$ cat src/rtl/uart_tx_frame_if.sv
// Bundle of host-side and baud-side signals for the UART frame transmitter.
// The master drives characters, configuration and the bit strobe; the slave returns the line and status.
interface uart_tx_frame_if;
    logic       xmit_pulse;
    logic [7:0] tx_data;
    logic       data_en;
    logic       bit8;
    logic       parity_en;
    logic       odd_n_even;
    logic       tx;
    logic       tx_rdy;
    logic       tx_busy;

    modport master (
        output xmit_pulse,
        output tx_data,
        output data_en,
        output bit8,
        output parity_en,
        output odd_n_even,
        input  tx,
        input  tx_rdy,
        input  tx_busy
    );

    modport slave (
        input  xmit_pulse,
        input  tx_data,
        input  data_en,
        input  bit8,
        input  parity_en,
        input  odd_n_even,
        output tx,
        output tx_rdy,
        output tx_busy
    );
endinterface

$ cat src/rtl/uart_tx_frame.sv
// UART frame serialiser: start bit, 7/8 data bits LSB first, optional parity, one stop bit.
// Bit timing comes only from xmit_pulse; a single holding register allows gap-free back-to-back frames.
module uart_tx_frame #(
    parameter bit TXRDY_EARLY = 1'b1
) (
    input  logic            clk,
    input  logic            reset,
    uart_tx_frame_if.slave  bus
);

    typedef enum logic [2:0] {
        ST_IDLE   = 3'd0,
        ST_START  = 3'd1,
        ST_DATA   = 3'd2,
        ST_PARITY = 3'd3,
        ST_STOP   = 3'd4
    } state_t;

    function automatic logic next_parity(input logic acc, input logic sent_bit);
        return acc ^ sent_bit;
    endfunction

    function automatic logic parity_bit(input logic acc, input logic odd);
        return acc ^ odd;
    endfunction

    state_t     state_r;
    state_t     state_s;
    logic [7:0] hold_data_r;
    logic [7:0] hold_data_s;
    logic       hold_full_r;
    logic       hold_full_s;
    logic [7:0] shift_r;
    logic [7:0] shift_s;
    logic [3:0] cnt_r;
    logic [3:0] cnt_s;
    logic       par_acc_r;
    logic       par_acc_s;
    logic       bit8_r;
    logic       bit8_s;
    logic       par_en_r;
    logic       par_en_s;
    logic       odd_r;
    logic       odd_s;
    logic       tx_r;
    logic       tx_s;
    logic       tx_rdy_r;
    logic       tx_rdy_s;
    logic       tx_busy_r;
    logic       tx_busy_s;
    logic       load_s;
    logic       write_s;
    logic [3:0] data_len_s;

    // Frame FSM next state, shift path and registered line value.
    always_comb begin
        state_s    = state_r;
        shift_s    = shift_r;
        cnt_s      = cnt_r;
        par_acc_s  = par_acc_r;
        bit8_s     = bit8_r;
        par_en_s   = par_en_r;
        odd_s      = odd_r;
        tx_s       = tx_r;
        data_len_s = bit8_r ? 4'd8 : 4'd7;
        load_s     = bus.xmit_pulse & hold_full_r &
                     ((state_r == ST_IDLE) | (state_r == ST_STOP));

        if (load_s) begin
            // Configuration is captured here so mid-frame changes cannot corrupt the frame.
            shift_s   = hold_data_r;
            bit8_s    = bus.bit8;
            par_en_s  = bus.parity_en;
            odd_s     = bus.odd_n_even;
            par_acc_s = 1'b0;
            cnt_s     = 4'd0;
            state_s   = ST_START;
            tx_s      = 1'b0;
        end else if (bus.xmit_pulse) begin
            case (state_r)
                ST_IDLE: begin
                    tx_s = 1'b1;
                end
                ST_START: begin
                    tx_s      = shift_r[0];
                    shift_s   = {1'b0, shift_r[7:1]};
                    par_acc_s = next_parity(par_acc_r, shift_r[0]);
                    cnt_s     = 4'd1;
                    state_s   = ST_DATA;
                end
                ST_DATA: begin
                    if (cnt_r < data_len_s) begin
                        tx_s      = shift_r[0];
                        shift_s   = {1'b0, shift_r[7:1]};
                        par_acc_s = next_parity(par_acc_r, shift_r[0]);
                        cnt_s     = cnt_r + 4'd1;
                    end else if (par_en_r) begin
                        tx_s    = parity_bit(par_acc_r, odd_r);
                        state_s = ST_PARITY;
                    end else begin
                        tx_s    = 1'b1;
                        state_s = ST_STOP;
                    end
                end
                ST_PARITY: begin
                    tx_s    = 1'b1;
                    state_s = ST_STOP;
                end
                ST_STOP: begin
                    tx_s    = 1'b1;
                    state_s = ST_IDLE;
                end
                default: begin
                    tx_s    = 1'b1;
                    state_s = ST_IDLE;
                end
            endcase
        end else begin
            state_s = state_r;
        end
    end

    // Holding register write/drain and next status flags.
    always_comb begin
        write_s     = bus.data_en & ~hold_full_r;
        hold_data_s = hold_data_r;
        hold_full_s = hold_full_r;
        if (load_s) begin
            hold_full_s = 1'b0;
        end else if (write_s) begin
            hold_data_s = bus.tx_data;
            hold_full_s = 1'b1;
        end else begin
            hold_full_s = hold_full_r;
        end

        if (TXRDY_EARLY) begin
            tx_rdy_s = ~hold_full_s;
        end else begin
            tx_rdy_s = ~hold_full_s & (state_s == ST_IDLE);
        end
        tx_busy_s = (state_s != ST_IDLE);
    end

    // State and output registers with synchronous reset.
    always_ff @(posedge clk) begin
        if (reset) begin
            state_r     <= ST_IDLE;
            hold_data_r <= 8'h00;
            hold_full_r <= 1'b0;
            shift_r     <= 8'h00;
            cnt_r       <= 4'd0;
            par_acc_r   <= 1'b0;
            bit8_r      <= 1'b0;
            par_en_r    <= 1'b0;
            odd_r       <= 1'b0;
            tx_r        <= 1'b1;
            tx_rdy_r    <= 1'b1;
            tx_busy_r   <= 1'b0;
        end else begin
            state_r     <= state_s;
            hold_data_r <= hold_data_s;
            hold_full_r <= hold_full_s;
            shift_r     <= shift_s;
            cnt_r       <= cnt_s;
            par_acc_r   <= par_acc_s;
            bit8_r      <= bit8_s;
            par_en_r    <= par_en_s;
            odd_r       <= odd_s;
            tx_r        <= tx_s;
            tx_rdy_r    <= tx_rdy_s;
            tx_busy_r   <= tx_busy_s;
        end
    end

    assign bus.tx      = tx_r;
    assign bus.tx_rdy  = tx_rdy_r;
    assign bus.tx_busy = tx_busy_r;

endmodule

$ cat src/flat_wrapper.sv
// flat-port wrapper written by rule: the top's interface ports become plain ports
module uart_tx_frame_flat 
#(
    parameter bit TXRDY_EARLY = 1'b1
)
  (clk, reset, bus_xmit_pulse, bus_tx_data, bus_data_en, bus_bit8, bus_parity_en, bus_odd_n_even, bus_tx, bus_tx_rdy, bus_tx_busy);
  uart_tx_frame_if bus_i ();
  input  logic clk;
  input  logic reset;
  input wire logic [$bits(bus_i.xmit_pulse)-1:0] bus_xmit_pulse;
  input wire logic [$bits(bus_i.tx_data)-1:0] bus_tx_data;
  input wire logic [$bits(bus_i.data_en)-1:0] bus_data_en;
  input wire logic [$bits(bus_i.bit8)-1:0] bus_bit8;
  input wire logic [$bits(bus_i.parity_en)-1:0] bus_parity_en;
  input wire logic [$bits(bus_i.odd_n_even)-1:0] bus_odd_n_even;
  output wire logic [$bits(bus_i.tx)-1:0] bus_tx;
  output wire logic [$bits(bus_i.tx_rdy)-1:0] bus_tx_rdy;
  output wire logic [$bits(bus_i.tx_busy)-1:0] bus_tx_busy;
  assign bus_i.xmit_pulse = bus_xmit_pulse;
  assign bus_i.tx_data = bus_tx_data;
  assign bus_i.data_en = bus_data_en;
  assign bus_i.bit8 = bus_bit8;
  assign bus_i.parity_en = bus_parity_en;
  assign bus_i.odd_n_even = bus_odd_n_even;
  assign bus_tx = bus_i.tx;
  assign bus_tx_rdy = bus_i.tx_rdy;
  assign bus_tx_busy = bus_i.tx_busy;
  uart_tx_frame #(.TXRDY_EARLY(TXRDY_EARLY)) u_core (.clk(clk), .reset(reset), .bus(bus_i));
endmodule
$ cat config.mk
export PLATFORM = sky130hd
export DESIGN_NAME = uart_tx_frame_flat
export DESIGN_NICKNAME = d
export VERILOG_FILES = /design/src/rtl/uart_tx_frame_if.sv /design/src/rtl/uart_tx_frame.sv /design/src/flat_wrapper.sv
export SDC_FILE = /design/constraint.sdc
export NUM_CORES = 1
export LEC_CHECK = 0
export ABC_AREA = 0
export CORE_MARGIN = 4
export CORE_UTILIZATION = 48
export DETAILED_ROUTE_END_ITERATION = 10
export PLACE_DENSITY = 0.85
export SYNTH_ARGS = -nofsm -noshare
export SYNTH_HDL_FRONTEND = slang
export SYNTH_SLANG_ARGS = --single-unit
$ cat constraint.sdc
create_clock -name clk -period 1.9 [get_ports clk]
set_input_delay 0.475 -clock clk [delete_from_list [all_inputs] [get_ports clk]]
set_output_delay 0.475 -clock clk [all_outputs]
set_load 0.005 [all_outputs]
Word-level counts from Yosys, hierarchy flattened

Index checks and enable logic that the tools add are counted.

Word-level logic and storage cells: 59
Bits in registers: 31
Output and inout bits: 3
Input bits: 15

Order comparisons: 1
Muxes and demuxes: 21
Reductions and logical operators: 9
Add/subtract/negate cells: 1
Bitwise gates (word level): 9
Equality and inequality tests: 6

Operators by type and width:

| operator            | number |
|---|---|
| $mux 8              | 3 |
| $pmux 8 s2          | 1 |
| $mux 3              | 4 |
| $pmux 3 s4          | 1 |
| $mux 4              | 2 |
| $pmux 4 s2          | 1 |
| $mux 1              | 7 |
| $eq 3x2->1 const B  | 2 |
| $reduce_and 3->1    | 2 |
| $reduce_bool 3->1   | 2 |
| $add 4x1->4 const B | 1 |
| $lt 4x4->1          | 1 |
| $pmux 1 s2          | 2 |
| $reduce_bool 2->1   | 2 |
| $and 1x1->1         | 3 |
| $eq 3x1->1 const B  | 1 |
| $eq 3x3->1 const B  | 1 |
| $logic_not 3->1     | 1 |
| $ne 3x1->1 const B  | 1 |
| $not 1->1           | 3 |
| $ne 2x1->1 const B  | 1 |
| $reduce_and 2->1    | 1 |
| $reduce_or 2->1     | 1 |
| $xor 1x1->1         | 2 |
| $or 1x1->1          | 1 |

Logic depth before layout (Yosys ltp)

Gate-level depths: netlist of the first run.

Depth in word-level cells: 7
Mapped depth: 8
Depth with buffers taken out: 7

Worst setup path before layout of the first run

No wires, ideal clock.

Kind: reg-to-reg
Start: reg u_core.bit8_r
End: reg u_core.cnt_r[1]
Buffers on the path: 1
Period minus slack after synthesis: 1.823 ns
Arrival: 1.705 ns
Stages on the path, launching flop included: 9
Setup slack: 0.077 ns
Path through: dfxtp_1 inv_1 ha_1 a21oi_1 nand3_2 o21ai_4 buf_4 mux2i_1 nor2_1

Cells in the longest elaborated chain, start to end: 4

RTL lines:

| item                       | line                 | RTL |
|---|---|---|
| start, declared            | uart_tx_frame.sv:39  | `logic bit8_r;` |
| start signal, assigned     | uart_tx_frame.sv:167 | `bit8_r <= bit8_s;` |
| $mux 4                     | uart_tx_frame.sv:65  | `data_len_s = bit8_r ? 4'd8 : 4'd7;` |
| $lt 4x4->1                 | uart_tx_frame.sv:92  | `if (cnt_r < data_len_s) begin` |
| $ne 2x1->1 (no line)       | --                   |  |
| $reduce_and 3->1 (no line) | --                   |  |
| end signal, assigned       | uart_tx_frame.sv:165 | `cnt_r <= cnt_s;` |
| end, declared              | uart_tx_frame.sv:35  | `logic [3:0] cnt_r;` |

No other way between the ends.
A chain may end at the register's enable or synchronous reset.

Final worst setup path of the first run

Start: reg u_core.bit8_r
End: reg u_core.shift_r[7]

Cells in the longest elaborated chain, start to end: 4

RTL lines:

| item                       | line                 | RTL |
|---|---|---|
| $mux 4                     | uart_tx_frame.sv:65  |  |
| $lt 4x4->1                 | uart_tx_frame.sv:92  |  |
| $ne 3x1->1 (no line)       | --                   |  |
| $reduce_and 3->1 (no line) | --                   |  |
| end signal, assigned       | uart_tx_frame.sv:164 | `shift_r <= shift_s;` |
| end, declared              | uart_tx_frame.sv:33  | `logic [7:0] shift_r;` |

No other way between the ends.

==> results.toml, run 1 <==
[outcome]
status = "complete, no violations"

[critical_path]
path_cells = "buf_4 > ha_4 > o2111ai_4 > nand3_4 > o21ai_4 > buf_6 > or3b_4 > a21oi_2"
arrival_ns = 2.13
worstSetupStartpointType = "register"
cp_data_required_time_ns = 2.17
regToRegSetupSlack_ns = 0.05
cp-end-kind = "register"
crit_type = "reg -> reg"
cpMaxStageDelayCell = "or3b_4"
slowest_delay_ns = 0.37
path_max_fanout = 8

[routing]
drc_errors = 0
first_iter_violations = 39
wl_mm = 3.38
drt-met1-wl_mm = 1.42
met2WireLength_mm = 1.70
highest_layer = "met4"
dr.pass1.iters = 4
wl_met3_um = 201
post_drt_wl_per_cell_um = 16.0
vias = 1236
final_antenna_net_count = 0
vias_per_cell = 5.86

[clock_tree]
cts_root_buffer = "clkbuf_4"
cts_tree = "built"
cts_buffers = 5
clock_latency_ns = 0.34
clkTransAtPathRegs_ns = 0.10
h-tree-depth = 2
postCtsHoldBufs = 0
clockBufferDepth = 2
cts_sinks = 31

[yosys]
yosysWarnings = 0
synth_edf_count = 0
syn-instance-count = 147
syn-cell-area_um2 = 1390
synth_area_leaders = "dfxtp_1 45%, mux2i_1 7.9%, nor2_1 6.2%"
synth_nets = 166
synth_top_area_share_pct = 44.6
synth_seq_cells = 31
avgSynthCellArea_um2 = 9.46
synth-seq-area-share_pct = 44.6
synthArstFlopShare_pct = 0
synth_cell_type_count = 40
synth_top_area_cell = "dfxtp_1"
synth_ff_type = "dfxtp_1"

[grt]
grt_pass1_wl_mm = 5.15
overflow = 0
grt.total_usage_pct = 18.5
grt_max_degree = 24
antenna_found_initial = 0
grt_pass1_vias = 1225

[die]
dieArea_um2 = 3820
die_w_um = 61.8
die_h_um = 61.8
initial_core_util_pct = 50.5
core.rowCount = 19
boundaryPins = 18
core_area_um2 = 2760

[power_and_ir_drop]
switchingPower_uw = 351
leakagePower_uw = 0.000713
swShare_pct = 24.8
clkPwrFrac_pct = 36.0
sequentialPowerShare_pct = 49.8
peakVddDrop_mv = 0.721
p_per_area_nw_per_um2 = 756
power_frac_comb_pct = 14.2
p_int_uw = 1060

[cells_and_area]
final_cell_mix = "30 x dfxtp_1, 23 x nor2_1, 17 x clkdlybuf4s50_1, 13 x buf_4, 11 x mux2i_1"
nNetsFinal = 198
final_area_um2 = 1870
drive_gt1_share_pct = 23.9
final_cell_count_no_fill = 211
antenna_cells = 0
area_delta_synth_final_pct = 34.5
layout_commonest_cell = "dfxtp_1"
fillers = 208

[sta]
worst_pin_slew_ns = 0.327
fin_crit_sh_pct = 97.5
slew_headroom_pct = 77.9
rsz0062_at_grt = "true"
setup_viol = 0
drv_slew = 0
fmax_mhz = 540
layout_min_cycle_time_ns = 1.85
fin_setup_tns_ns = 0
fin_skew_ns = 0.0107
whs_ns = 0.482
hold_viol_final = 0

[placement]
dp.cells = 202
place_area_um2 = 1680
numPortBuffers = 17
place_congestion = 0.913
dp_hpwl_mm = 2.29

[worst_hold_path]
hold_class = "reg -> reg"

[job]
drv_cap = 0
## flip-flops by register name (all words and copies together) (netlist names)
name / flops
u_core.hold_data_r: 8
u_core.shift_r: 8
u_core.cnt_r: 4
u_core.state_r: 3
u_core.bit8_r: 1
u_core.bus.tx: 1
u_core.bus.tx_busy: 1
u_core.bus.tx_rdy: 1
u_core.hold_full_r: 1
u_core.odd_r: 1
u_core.par_acc_r: 1
u_core.par_en_r: 1
## critical path, delay by kind of cell (launching register included)
| family | cells | cell delay (ns) |
|---|---|---|
| buf+inv | 2 | 0.31 |
| simple gates | 2 | 0.49 |
| compound gates | 3 | 0.38 |
| flops | 1 | 0.33 |
| fa+ha+maj | 1 | 0.29 |
## routing by layer
| metal | up-vias | track usage (%) |
|---|---|---|
| met4 | 0 | 9.09 |
| met2 | 46 | 31.8 |
| li1 | 593 | - |
| met3 | 6 | 5.58 |
| met1 | 591 | 20.6 |
| met5 | - | 0 |
## synthesized netlist by cell type, types with 2 or more instances
master and count:
clkbuf_1 3, a21oi_1 8, nor2b_1 4, ha_1 4
mux2i_1 11, and3_1 2, o2bb2ai_1 6, nand3_1 2
a22oi_1 6, nor2_1 23, a211oi_1 2, dfxtp_1 31
nor3_1 5, nand2b_1 2, nand2_1 7, inv_1 5
buf_2 3
## metrics by stage
stage | utilization, % | setup slack, ns | total power [µW]
after floorplan | - | 0.0768 | 816
after global placement | 60.8 | -0.0915 | 896
after detailed placement | 60.8 | -0.156 | 905
after CTS | 64.4 | 0.00137 | 1410
after global routing | 67.9 | -0.0231 | 1470
final | 67.9 | 0.0469 | 1420
## logic make-up after synthesis
| group | share of synthesized area, % |
|---|---|
| XOR/XNOR | 0.630 |
| buffers and inverters | 3.78 |
| AND/OR/NAND/NOR | 19.9 |
| adder cells (fa/ha/maj) | 3.60 |
| AO/OA/AOI/OAI | 19.6 |
| multiplexers | 7.91 |
| flip-flops | 44.6 |
## power by group through the flow
stage	Sequential, µW	Combinational (µW)	Clock, µW
floorplan	712	104	0
global placement	716	180	0
detailed placement	718	187	0
CTS	703	190	518
global route	708	220	547
finish	704	201	509
## final timing paths
path	from	endpoint	cells after the start
setup / recovery	u_core.bit8_r$_SDFFE_PP0P_	u_core.shift_r[7]$_SDFFE_PP0P_	8
hold / removal	u_core.shift_r[6]$_SDFFE_PP0P_	u_core.shift_r[6]$_SDFFE_PP0P_	1
setup reg to reg	u_core.bit8_r$_SDFFE_PP0P_	u_core.shift_r[7]$_SDFFE_PP0P_	8
hold reg to reg	u_core.shift_r[6]$_SDFFE_PP0P_	u_core.shift_r[6]$_SDFFE_PP0P_	1
## timing repair
| item | 4_1_cts | 5_1_grt |
|---|---|---|
| endpoints found under the hold margin | 0 | 0 |
| buffers inserted | 1 | 0 |
| pin swaps | 1 | 5 |
| resized for setup | 2 | 15 |
| endpoints found under the setup margin | 2 | 15 |
## layout make-up
type / count / area, µm² / share of cell area [%]
timing repair buffer: 32 / 290 / 15.5
clock inverter: 3 / 43.8 / 2.34
clock buffer: 5 / 37.5 / 2.01
sequential: 31 / 622 / 33.2
multi-input combinational: 104 / 821 / 43.9
tap: 31 / 38.8 / 2.07
inverter: 5 / 18.8 / 1.00
No activity file was read; power rests on OpenSTA's default activity.
==> inputs of run 2 (changes only) <==
CORE_UTILIZATION = 25   (was 48)
PLACE_DENSITY = 0.55   (was 0.85)
SLEW_MARGIN = 20   (was not set)
==> results.toml, run 2 (same netlist as run 1, synthesis figures left out) <==
[power_and_ir_drop]
p_int_uw = 1220
sequentialPowerShare_pct = 44.6
clkPwrFrac_pct = 42.3
peakVddDrop_mv = 0.280
power_frac_comb_pct = 13.1
p_per_area_nw_per_um2 = 800
swShare_pct = 22.7
leakagePower_uw = 0.000760
switchingPower_uw = 358
p_total_uw = 1580

[clock_tree]
clkTransAtPathRegs_ns = 0.07
h-tree-depth = 2
cts_buffers = 5
cts_root_buffer = "clkbuf_8"
clockBufferDepth = 2
cts_sinks = 31
clock_latency_ns = 0.28
cts_tree = "built"

[routing]
final_antenna_net_count = 0
first_iter_violations = 58
wl_met3_um = 150
dr.pass1.iters = 4
drc_errors = 0
met2WireLength_mm = 1.56
drt-met1-wl_mm = 1.45
wl_mm = 3.19
vias = 1170
highest_layer = "met4"
vias_per_cell = 4.57
post_drt_wl_per_cell_um = 12.5

[sta]
worst_pin_slew_ns = 0.377
slew_headroom_pct = 74.6
hold_viol_final = 0
drv_slew = 0
layout_setup_ws_ns = 0.120
fin_skew_ns = 0.00395
fin_crit_sh_pct = 93.7
layout_min_cycle_time_ns = 1.78
fin_setup_tns_ns = 0
fmax_mhz = 562
setup_viol = 0

[cells_and_area]
antenna_cells = 0
reg_top3 = "u_core.hold_data_r x8, u_core.shift_r x8, u_core.cnt_r x4"
area_delta_synth_final_pct = 41.8
final_area_um2 = 1970
nNetsFinal = 204
layout_commonest_cell = "dfxtp_1"
final_cell_count_no_fill = 256
drive_gt1_share_pct = 25.3
final_cell_mix = "31 x dfxtp_1, 23 x nor2_1, 19 x buf_4, 17 x clkdlybuf4s50_1, 11 x mux2i_1"

[placement]
dp_hpwl_mm = 2.22
place_congestion = 0.818
numPortBuffers = 17
place_area_um2 = 1770
post-place-ws_ns = -0.217
dp.cells = 247

[critical_path]
reg2reg_from = "u_core.bit8_r$_SDFFE_PP0P_"
cp-end-kind = "register"
regToRegSetupSlack_ns = 0.12
crit_type = "reg -> reg"
reg2reg_depth = 7
rr_endpoint = "u_core.shift_r[5]$_SDFFE_PP0P_"
worstSetupStartpointType = "register"
cp_data_required_time_ns = 2.09
path_max_fanout = 6
arrival_ns = 1.96

[grt]
grt_pass1_vias = 1189
grt.total_usage_pct = 9.96
antenna_found_initial = 0
overflow = 0
grt_max_degree = 24
grt_pass1_wl_mm = 5.17

[worst_hold_path]
min_path_cells = 2
hold_class = "reg -> reg"
hold_end = "u_core.shift_r[7]$_SDFFE_PP0P_"
hp-start = "u_core.hold_data_r[7]$_SDFFE_PP0P_"

[die]
die_h_um = 82.6
dieArea_um2 = 6820
core.rowCount = 26
core_area_um2 = 5240
die_w_um = 82.6
boundaryPins = 18
initial_core_util_pct = 26.6

[outcome]
status = "complete, no violations"

[job]
drv_cap = 0
[run 2: changes by cell type in the layout (fill, tap and decap cells not counted), sizes merged]
cell / before / now
buf: 15 / 21
clkbuf: 5 / 6
clkinv: 2 / 1
[run 2: what timing repair did]
item / in CTS / in global routing
endpoints found under the hold margin: 0 / 0
hold buffers: 0 / 0
setup buffers: 0 / 1
resized for setup: 0 / 12
endpoints found under the setup margin: 0 / 15
[run 2: layer usage]
layer / track usage [%] / up-vias
met3: 4.01 / 4
li1: - / 605
met5: 0 / -
met2: 15.8 / 20
met1: 12.3 / 541
met4: 3.27 / 0
[run 2: area by class of cell]
class                   instances  area (µm²)
multi-input cells             104         793
clock inverters                 2        35.0
fillers                       538        3260
repair buffers                 38         335
inverters                       5        18.8
flip-flops and latches         31         621
clock buffers                   6        82.6
well taps                      70        87.6
[run 2: critical path, stage by stage, from the launching register on]
cell       delay, ns
dfxtp_1         0.31
buf_4           0.15
ha_1            0.30
o2111ai_2       0.08
nand3_2         0.16
o21ai_4         0.28
nor3_1          0.09
a2111oi_2       0.31
[run 2: power groups by stage]
stage | Combinational [µW] | Clock [µW] | Sequential, µW
finish | 207 | 667 | 704
CTS | 199 | 685 | 702
floorplan | 104 | 0 | 712
detailed placement | 198 | 0 | 716
global placement | 197 | 0 | 717
global route | 230 | 710 | 707
[run 2: how the worst max path moves through the flow]
stage / startpoint / end / cells after the start / slack, ns
after global routing: bus_xmit_pulse / u_core.bus.tx_busy$_SDFF_PP0_ / 6 / -0.006
final: u_core.bit8_r$_SDFFE_PP0P_ / u_core.shift_r[5]$_SDFFE_PP0P_ / 7 / 0.12
after detailed placement: bus_xmit_pulse / u_core.shift_r[5]$_SDFFE_PP0P_ / 5 / -0.22
after global placement: bus_xmit_pulse / u_core.shift_r[5]$_SDFFE_PP0P_ / 5 / -0.19
after floorplan: u_core.bit8_r$_SDFFE_PP0P_ / u_core.cnt_r[1]$_SDFFE_PP0P_ / 8 / 0.08
after CTS: bus_xmit_pulse / u_core.bus.tx_busy$_SDFF_PP0_ / 6 / 0.04
[run 2: stage by stage]
| step | utilization (%) | hold WS [ns] |
|---|---|---|
| CTS | 36.1 | 0.463 |
| global placement | 33.8 | 0.450 |
| finish | 37.7 | 0.456 |
| global route | 37.7 | 0.486 |
| floorplan | - | 0.431 |
| detailed placement | 33.8 | 0.452 |
==> inputs of run 3 (changes only) <==
CAP_MARGIN = 10   (was not set)
TNS_END_PERCENT = 1   (was not set)
==> results.toml, run 3 (same netlist as run 1, synthesis figures left out) <==
[worst_hold_path]
hold_class = "reg -> reg"

[sta]
worst_pin_slew_ns = 0.381
fmax_mhz = 559
drv_slew = 0
fin_skew_ns = 0.00416
layout_min_cycle_time_ns = 1.79
fin_setup_tns_ns = 0
rsz0062_at_grt = "true"
layout_setup_ws_ns = 0.112
slew_headroom_pct = 74.3
hold_viol_final = 0
setup_viol = 0
fin_crit_sh_pct = 94.1

[clock_tree]
cts_tree = "built"
cts_buffers = 5
cts_setup_buffers = 0
h-tree-depth = 2
cts_root_buffer = "clkbuf_8"
clockBufferDepth = 2
clock_latency_ns = 0.28
clkTransAtPathRegs_ns = 0.06
cts_sinks = 31

[routing]
drc_errors = 0
vias = 1162
wl_mm = 3.08
final_antenna_net_count = 0
vias_per_cell = 4.56
first_iter_violations = 67
dr.pass1.iters = 4
post_drt_wl_per_cell_um = 12.1

[placement]
numPortBuffers = 17
place_congestion = 0.818
dp_hpwl_mm = 2.22
dp.cells = 247
place_area_um2 = 1770
post-place-ws_ns = -0.217

[cells_and_area]
drive_gt1_share_pct = 23.8
reg_top3 = "u_core.hold_data_r x8, u_core.shift_r x8, u_core.cnt_r x4"
final_cell_count_no_fill = 255
antenna_cells = 0
area_delta_synth_final_pct = 39.7
fillers = 534
final_core_utilization_pct = 37.1
final_cell_mix = "31 x dfxtp_1, 23 x nor2_1, 19 x buf_4, 17 x clkdlybuf4s50_1, 11 x mux2i_1"
nNetsFinal = 203
final_area_um2 = 1940
layout_commonest_cell = "dfxtp_1"

[power_and_ir_drop]
peakVddDrop_mv = 0.277
p_per_area_nw_per_um2 = 807
leakagePower_uw = 0.000756

[outcome]
status = "complete, no violations"

[grt]
use_met3_pct = 4.01
busiest_layer = "met2"
grt_pass1_vias = 1189
grtUsageMet1_pct = 12.3
grt_pass1_wl_mm = 5.17
grt.total_usage_pct = 9.96
antenna_found_initial = 0
met2_usage_pct = 15.8
overflow = 0
grt_max_degree = 24

[die]
initial_core_util_pct = 26.6
die_w_um = 82.6
dieArea_um2 = 6820
boundaryPins = 18
core_area_um2 = 5240
die_h_um = 82.6
core.rowCount = 26

[critical_path]
path_cells = "clkdlybuf4s50_1 > nor4bb_4 > buf_4 > nor2_1 > o31ai_1 > o221ai_1"
cp-end-kind = "register"
cpMaxStageDelayCell = "clkdlybuf4s50_1"
crit_type = "in -> reg"
path_max_fanout = 13
arrival_ns = 1.92
worstSetupStartpointType = "input pin"
slowest_delay_ns = 0.51
cp_data_required_time_ns = 2.04

[job]
drv_cap = 0
==> run 3: worst paths after layout <==
| kind | slack, ns | end | cells after the start | start |
|---|---|---|---|---|
| setup / recovery | 0.11 | u_core.bus.tx_busy$_SDFF_PP0_ | 6 | bus_xmit_pulse |
| setup reg to reg | 0.12 | u_core.par_acc_r$_SDFFE_PP0P_ | 8 | u_core.bit8_r$_SDFFE_PP0P_ |
| hold reg to reg | 0.46 | u_core.shift_r[7]$_SDFFE_PP0P_ | 2 | u_core.hold_data_r[7]$_SDFFE_PP0P_ |
| hold / removal | 0.46 | u_core.shift_r[7]$_SDFFE_PP0P_ | 2 | u_core.hold_data_r[7]$_SDFFE_PP0P_ |
==> run 3: through the flow <==
step	hold WS [ns]	total power (µW)
after global placement	0.450	915
after detailed placement	0.452	914
final	0.457	1570
after CTS	0.463	1590
after floorplan	0.431	816
after global routing	0.486	1640
==> run 3: power by group <==
| group | switching (µW) | internal (µW) |
|---|---|---|
| Sequential | 22.3 | 681 |
| Combinational | 90.2 | 112 |
| Clock | 239 | 424 |
| Total | 351 | 1220 |
==> run 3: final cells by class <==
cell class	count	area [µm²]	share of cell area [%]
inverter	5	18.8	0.965
timing repair buffer	37	324	16.7
clock buffer	6	82.6	4.25
multi-input combinational	104	776	39.9
sequential	31	621	31.9
clock inverter	2	35.0	1.80
tap	70	87.6	4.50
==> run 3: critical path: cells and delay by family <==
family	cells	cell delay (ns)
AOI/OAI and AO/OA	2	0.28
buffers and inverters	2	0.77
and+or+nand+nor	2	0.40
==> run 3: timing repair <==
| item | in CTS | in global routing |
|---|---|---|
| hold buffers | 0 | 0 |
| endpoints found under the hold margin | 0 | 0 |
| setup endpoints to repair | 0 | 15 |
| gates resized for setup | 0 | 9 |
==> run 3: routing by layer <==
layer | up-vias | share of wire (%)
li1 | 607 | -
met1 | 536 | 47
met2 | 15 | 48
met3 | 4 | 4.3
met4 | 0 | 0.84
met5 | - | 0
